==> src/rtl/scarv_cop_pmul_ctrl.sv <==
// Multi-cycle packed multiply sequencer for the COP packed-arithmetic path.
// Every lane runs its own shift-add loop in parallel; results come back on one idone writeback.
module scarv_cop_pmul_ctrl #(
    parameter int BITS_PER_CYCLE = 1
) (
    input  logic        g_clk,
    input  logic        g_resetn,
    input  logic        pmul_ivalid,
    output logic        pmul_idone,
    input  logic        pmul_flush,
    input  logic [31:0] pmul_rs1,
    input  logic [31:0] pmul_rs2,
    input  logic [2:0]  pmul_pw,
    input  logic        pmul_hi,
    output logic        pmul_busy,
    output logic [3:0]  pmul_cpr_rd_ben,
    output logic [31:0] pmul_cpr_rd_wdata
);

    localparam int BPC_LOG2 = (BITS_PER_CYCLE == 2) ? 1 : 0;

    typedef enum logic [1:0] {S_IDLE, S_RUN, S_DONE, S_ERR} state_t;
    state_t state_q, state_d;

    logic [31:0] mcand_q, mplier_q;
    logic [2:0]  pw_q;
    logic        hi_q;
    logic [63:0] acc_q, acc_next;
    logic [4:0]  cnt_q, cnt_init;
    logic [5:0]  pos_q, lane_w;
    logic [31:0] res_sel;
    logic [63:0] acc_step [5];
    logic [31:0] res_mode [5];

    assign lane_w   = 6'd32 >> pmul_pw;
    assign cnt_init = 5'((lane_w >> BPC_LOG2) - 6'd1);

    always_ff @(posedge g_clk) begin
        if (!g_resetn) state_q <= S_IDLE;
        else           state_q <= state_d;
    end

    // flush outranks everything; dropping ivalid mid-run abandons the operation
    always_comb begin
        // NOTE: assign a default first so no path leaves state_d unassigned, which would infer a latch.
        state_d = state_q;
        if (pmul_flush) begin
            state_d = S_IDLE;
        end else begin
            case (state_q)
                S_IDLE:  if (pmul_ivalid) state_d = (pmul_pw <= 3'd4) ? S_RUN : S_ERR;
                S_RUN:   if (!pmul_ivalid) state_d = S_IDLE;
                         else if (cnt_q == 5'd0) state_d = S_DONE;
                default: state_d = S_IDLE;
            endcase
        end
    end

    always_ff @(posedge g_clk) begin
        // NOTE: the datapath registers are reset too, so an aborted operation leaves nothing stale behind.
        if (!g_resetn) begin
            mcand_q  <= '0;
            mplier_q <= '0;
            pw_q     <= '0;
            hi_q     <= 1'b0;
            acc_q    <= '0;
            cnt_q    <= '0;
            pos_q    <= '0;
        end else if (state_q == S_IDLE && state_d == S_RUN) begin
            // NOTE: non-blocking assignments so every register updates from pre-edge values.
            mcand_q  <= pmul_rs1;
            mplier_q <= pmul_rs2;
            pw_q     <= pmul_pw;
            hi_q     <= pmul_hi;
            acc_q    <= '0;
            cnt_q    <= cnt_init;
            pos_q    <= '0;
        end else if (state_q == S_RUN) begin
            acc_q    <= acc_next;
            mplier_q <= mplier_q >> BITS_PER_CYCLE;
            cnt_q    <= cnt_q - 5'd1;
            pos_q    <= pos_q + 6'(BITS_PER_CYCLE);
        end
    end

    // One lane datapath per pack width; the multiplier register shifts as a whole,
    // and a lane never consumes more than w bits, so neighbour bits never leak in.
    for (genvar m = 0; m < 5; m++) begin : g_mode
        localparam int W     = 32 >> m;
        localparam int LANES = 32 / W;
        for (genvar j = 0; j < LANES; j++) begin : g_lane
            logic [2*W-1:0] a_ext, sum;
            logic [2*W-1:0] term [BITS_PER_CYCLE];
            assign a_ext = {{W{1'b0}}, mcand_q[W*j +: W]};
            for (genvar b = 0; b < BITS_PER_CYCLE; b++) begin : g_bit
                assign term[b] = mplier_q[W*j+b] ? (a_ext << (pos_q + 6'(b))) : '0;
            end
            always_comb begin
                sum = acc_q[2*W*j +: 2*W];
                for (int b = 0; b < BITS_PER_CYCLE; b++) sum = sum + term[b];
            end
            assign acc_step[m][2*W*j +: 2*W] = sum;
            assign res_mode[m][W*j +: W]     = hi_q ? acc_q[2*W*j+W +: W] : acc_q[2*W*j +: W];
        end
    end

    always_comb begin
        acc_next = acc_q;
        res_sel  = '0;
        for (int m = 0; m < 5; m++) begin
            if (pw_q == 3'(m)) begin
                acc_next = acc_step[m];
                res_sel  = res_mode[m];
            end
        end
    end

    always_comb begin
        pmul_idone        = 1'b0;
        pmul_busy         = 1'b0;
        pmul_cpr_rd_ben   = 4'b0000;
        pmul_cpr_rd_wdata = '0;
        case (state_q)
            S_RUN:  pmul_busy = 1'b1;
            S_DONE: begin
                pmul_idone        = 1'b1;
                pmul_busy         = 1'b1;
                pmul_cpr_rd_ben   = 4'b1111;
                pmul_cpr_rd_wdata = res_sel;
            end
            S_ERR:  pmul_idone = 1'b1;
            default: ;
        endcase
    end

endmodule

==> config.mk <==
export PLATFORM = sky130hd
export DESIGN_NAME = scarv_cop_pmul_ctrl
export DESIGN_NICKNAME = d
export VERILOG_FILES = /design/src/rtl/scarv_cop_pmul_ctrl.sv
export SDC_FILE = /design/constraint.sdc
export NUM_CORES = 2
export LEC_CHECK = 0
export ABC_AREA = 1
export BUFFER_PORTS_ARGS = -buffer_cell sky130_fd_sc_hd__buf_2
export CORE_MARGIN = 2
export CORE_UTILIZATION = 32
export CTS_CLUSTER_DIAMETER = 150
export DETAILED_ROUTE_END_ITERATION = 10
export PLACE_DENSITY = 0.49
export SLEW_MARGIN = 20
export SYNTH_ARGS = -nofsm -noshare
export SYNTH_HDL_FRONTEND = slang
export SYNTH_SLANG_ARGS = --single-unit
export TNS_END_PERCENT = 5
==> constraint.sdc <==
create_clock -name g_clk -period 3.5 [get_ports g_clk]
set_input_delay 0.7 -clock g_clk [delete_from_list [all_inputs] [get_ports g_clk]]
set_output_delay 0.7 -clock g_clk [all_outputs]
set_load 0.02 [all_outputs]
# Word level (Yosys, flattened, before mapping)

Cells that the tools add are included.

Flip-flop bits (word level): 145
Input port bits: 72
Output and inout bits: 38
Logic and storage cells: 180

Add/sub/neg operators: 34
$lt $le $gt $ge: 1
Equal/unequal tests: 8
Shifts and indexed selects: 32
Multiplexer cells: 86
Bitwise logic cells: 1
Reductions and logical operators: 10

Operator list:

| kind                | number |
|---|---|
| $mux 64             | 6 |
| $mux 32             | 11 |
| $mux 4              | 25 |
| $mux 16             | 6 |
| $mux 8              | 12 |
| $shl 2x6->4         | 16 |
| $add 16x16->16      | 4 |
| $add 32x32->32      | 2 |
| $add 4x4->4         | 16 |
| $add 64x64->64      | 1 |
| $add 8x8->8         | 8 |
| $shl 16x6->32       | 2 |
| $shl 32x6->64       | 1 |
| $shl 4x6->8         | 8 |
| $shl 8x6->16        | 4 |
| $mux 2              | 21 |
| $mux 5              | 2 |
| $sub 5x1->5 const B | 2 |
| $add 6x1->6 const B | 1 |
| $eq 3x2->1 const B  | 2 |
| $reduce_or 2->1     | 3 |
| $shr 6x3->5 const A | 1 |
| $logic_not 5->1     | 1 |
| $reduce_bool 5->1   | 1 |
| other kinds (13)    | 16 |

# Depth between registers and ports, before layout

Depth in word-level cells: 8
Mapped depth: 38
Depth with buffers taken out: 37

# Least setup slack after synthesis

OpenSTA, ideal clock, no wires.

Kind: reg2reg
From: register pos_q[0]
To: register acc_q[38]
Library setup time: 132 ps
Data arrival time: 3230 ps
Required time: 3368 ps
Setup slack: 138 ps
Cell stages (with the launch flop): 34
Buffers on the path: 3
Clock period less this slack: 3362 ps
Path through: dfxtp_1 -> buf_6 -> buf_8 -> buf_8 -> nand2_1 -> inv_2 -> nor2_1 -> nand2_1 -> o21ai_1 -> o21a_1 -> nand2_1 -> nand2_1 -> nand2_1 -> inv_1 -> o21ai_2 -> inv_2 -> nor2_1 -> ha_1 -> nand2_1 -> nor2_1 -> inv_1 -> nor2_1 -> nand2_1 -> inv_1 -> nand2_1 -> nand2_1 -> a21oi_1 -> nand2b_1 -> nand3_1 -> nand2_1 -> nand2_1 -> nand2_1 -> nand2_1 -> a21oi_1

Word-level cells in the longest chain between the ends: 8
Elaborated cells between the ends (all ways): 20
Classes of those cells: add/sub: 5; shift: 5; mux: 10

Ends and longest elaborated chain:

| item                   | RTL line | text |
|---|---|---|
| start, declared        | 30       | `logic [5:0] pos_q, lane_w;` |
| start signal, assigned | 82       | `pos_q <= pos_q + 6'(BITS_PER_CYCLE);` |
| $shl 32x6->64          | 96       | `assign term[b] = mplier_q[W*j+b] ? (a_ext << (pos_q + 6'(b))) : '0;` |
| $mux 64                | 96       |  |
| $add 64x64->64         | 100      | `for (int b = 0; b < BITS_PER_CYCLE; b++) sum = sum + term[b];` |
| $mux 64 (4 in series)  | 111      | `if (pw_q == 3'(m)) begin` |
| $mux 64 (*)            | 111      |  |
| end signal, assigned   | 79       | `acc_q <= acc_next;` |
| end, declared          | 28       | `logic [63:0] acc_q, acc_next;` |

Every way passes the cells marked *; elsewhere a longest branch is shown, timed or not. The select of a mux whose other input is x is not followed.
A chain may end at the register's enable or synchronous reset.

# Worst setup path in the final report

From: register pos_q[0]
To: register acc_q[50]

Same word-level chain as after synthesis.

==> results_dict.tcl <==
set metrics [dict create \
    met3_length_mm 19.6 \
    cpMostUsedCell "nand2_1" \
    async_flop_share_pct 0 \
    status "finished with violations" \
    wl_met2_mm 75.9 \
    drtIter0Drc 5157 \
    synth_flop_cell "dfxtp_1" \
    grt_overflow 0 \
    grt_first_pass_wirelength_mm 272 \
    fin_crit_sh_pct 124 \
    path_clk_slew_ns 0.07 \
    cap_viol_max_count 0 \
    rrSetupSlack_ns -0.82 \
    grt_util_all_layers_pct 37.6 \
    synth_mux_area_share_pct 0.0330 \
    finalSetupViolCount 60 \
    mostFrequentLayoutCells "1290 x buf_4, 1242 x nand2_1, 700 x inv_1" \
    initial_core_util_pct 32.4 \
    layout_commonest_cell "buf_4" \
    fill_cells 10100 \
    hold_path.startpoint "pmul_flush" \
    die_width_um 312 \
    hold_buffers 0 \
    ys_ff_latch 145 \
    rsz0062_at_grt "yes" \
    crit_arrival_ns 4.75 \
    drc_errors 0 \
    startpoint_type "flop" \
    cts.sinks 145 \
    ios 110 \
    drt_first_pass_iters 7 \
    period_needed_ns 4.32 \
    ir_worst_vdd_mv 0.428 \
    grt_max_degree 73 \
    rows 112 \
    avgSynthCellArea_sq_um 5.48 \
    reg2reg_depth 35 \
    areaGrowthSynthToFinish_pct 51.3 \
    utilization_pct 49.0 \
    viasPerCell 5.37 \
    synthDistinctLibCells 70 \
    synthAdderAreaFrac_pct 13.5 \
    final-max-slew-violation-count 0 \
    drt_wl_total_mm 189 \
    wl_met1_mm 82.2 \
    critPathKind "flop to flop" \
    port_buffers 109 \
    synth_top_family_by_area "simple AND/OR/NAND/NOR gates" \
    place_hpwl_mm 156 \
    die_area_sq_um 97100 \
    drive_gt1_share_pct 32.9 \
    top_layer_used "met5" \
    numCtsBuffers 17 \
    crit_slowest_cell "dfxtp_4" \
    critPathRequiredTime_ns 3.93 \
    cts_tree "yes" \
    antenna_found_initial 8 \
    finalHoldViolCount 0 \
    clk_latency_ns 0.51 \
    r2r-start "pos_q[0]" \
    yosysSeqAreaShare_pct 9.58 \
    netlist_area_sq_um 30300 \
    synth-xor-area-share_pct 3.61 \
    path_max_fanout 8 \
    first_global_vias 40700 \
    p_leak_nw 22.6 \
    tightest_slew_ns 0.901 \
    antenna_left 0 \
    synthSimpleGateAreaFrac_pct 36.3 \
    die_h_um 312 \
    hold_path_depth 2 \
    nets 7174 \
    cp_slowest_stage_delay_ns 0.40 \
    synth_compound_gate_area_share_pct 23.9 \
    fmax_mhz 231 \
    finalWorstSetupSlack_ns -0.823 \
    syn_inst 5524 \
    gp_congestion 1.07 \
    dp_slack_ns -1.62 \
    end_kind "flop" \
    synth_nets 5905 \
    whs_endpoint "state_q[1]" \
    route.vias.total 43300 \
    failed_checks "negative setup slack" \
    detail_route.wl_per_cell_um 23.5 \
    clock_skew_ns 0.0192 \
    htree_levels 4 \
    yosysWarnings 0 \
    relSlewSlack_pct 39.9 \
    cts_root_buffer "clkbuf_16" \
    power.density_nw_per_um2 156 \
    hold_path.class "primary input to flop" \
    clock_path_buffers 2 \
    core_sq_um 93600 \
    r2r-end "acc_q[50]" \
    synth-edff-count 0 \
]
[per-layer routing]
| layer | up-vias | global-route usage (%) |
|---|---|---|
| li1 | 20700 | - |
| met1 | 20000 | 52.0 |
| met2 | 2178 | 54.8 |
| met3 | 419 | 7.61 |
| met4 | 8 | 19.6 |
| met5 | - | 0 |
[per-stage QoR]
step | TNS, ns | hold slack (ns) | total power [mW] | area [sq um] | cells
floorplan | 0 | 0.440 | 3.27 | 30300 | 5524
global placement | -64.22 | 0.451 | 4.80 | 41600 | 7968
detailed placement | -64.51 | 0.456 | 4.80 | 41600 | 7968
CTS | -36.54 | 0.357 | 6.95 | 44500 | 8052
global route | -49.04 | 0.387 | 7.43 | 45800 | 8060
finish | -35.41 | 0.392 | 7.17 | 45800 | 8062
[sequential cells by signal, summed over array words and instances, names as in the netlist]
| name | cells |
|---|---|
| cnt_q | 5 |
| state_q | 2 |
| mplier_q | 32 |
| mcand_q | 32 |
| pos_q | 6 |
| hi_q | 1 |
| pw_q | 3 |
| acc_q | 64 |
[worst max-delay path: cells and delay by family, from the launching register on]
family                     cells  cell delay (ns)
and+or+nand+nor               20             1.82
DFF                            1             0.40
AOI/OAI and AO/OA              3             0.44
adders and majority gates      1             0.32
buffers and inverters         11             1.26
[cell usage after synthesis (31+ instances only)]
| master | count | area, sq um |
|---|---|---|
| nand3_1 | 339 | 1700 |
| a21oi_1 | 531 | 2660 |
| dfxtp_1 | 145 | 2900 |
| a31oi_1 | 49 | 307 |
| inv_1 | 745 | 2800 |
| nor3_1 | 94 | 470 |
| buf_2 | 52 | 260 |
| ha_1 | 279 | 3490 |
| clkbuf_1 | 129 | 484 |
| o22ai_1 | 58 | 363 |
| nor2_1 | 697 | 2620 |
| o21ai_1 | 50 | 250 |
| nand2_1 | 1404 | 5270 |
| o21ai_0 | 359 | 1800 |
| xnor2_1 | 40 | 350 |
| xor2_1 | 85 | 744 |
| nand4_1 | 31 | 194 |
[how the worst max path moves through the flow]
stage | from | to | slack (ns)
final | pos_q[0] | acc_q[50] | -0.82
after global routing | pos_q[0] | acc_q[50] | -1.15
after CTS | pos_q[0] | acc_q[59] | -0.79
after detailed placement | pos_q[0] | acc_q[28] | -1.62
after global placement | pos_q[0] | acc_q[38] | -1.64
after floorplan | pos_q[0] | acc_q[38] | 0.14
[layout make-up]
cell class / count / area [sq um] / area share (%)
Antenna cell: 2 / 5.00 / 0.0109
Clock buffer: 20 / 467 / 1.02
Clock inverter: 12 / 106 / 0.232
Inverter: 778 / 2940 / 6.42
Multi-Input combinational cell: 4379 / 26500 / 57.7
Sequential cell: 145 / 2910 / 6.35
Tap cell: 1254 / 1570 / 3.42
Timing Repair Buffer: 1472 / 11400 / 24.8
[power by group]
part	switching (mW)	leakage [nW]	internal (mW)
clock network	0.941	0.286	1.03
logic	2.10	21.2	1.24
registers	0.112	1.18	1.74
[what timing repair did]
action,in CTS,in global routing
cloned,1,1
endpoints found under the setup margin,75,82
gates resized for setup,503,338
pin swaps,130,125
buffers inserted,52,8
[cell families after synthesis]
kind of cell	after synthesis
AND/OR/NAND/NOR	2670
XOR/XNOR	125
adder cells (fa/ha/maj)	309
multiplexers	1
buffers and inverters	1000
flip-flops	145
AO/OA/AOI/OAI	1274
Note: power is estimated with default switching activity, not from simulation.
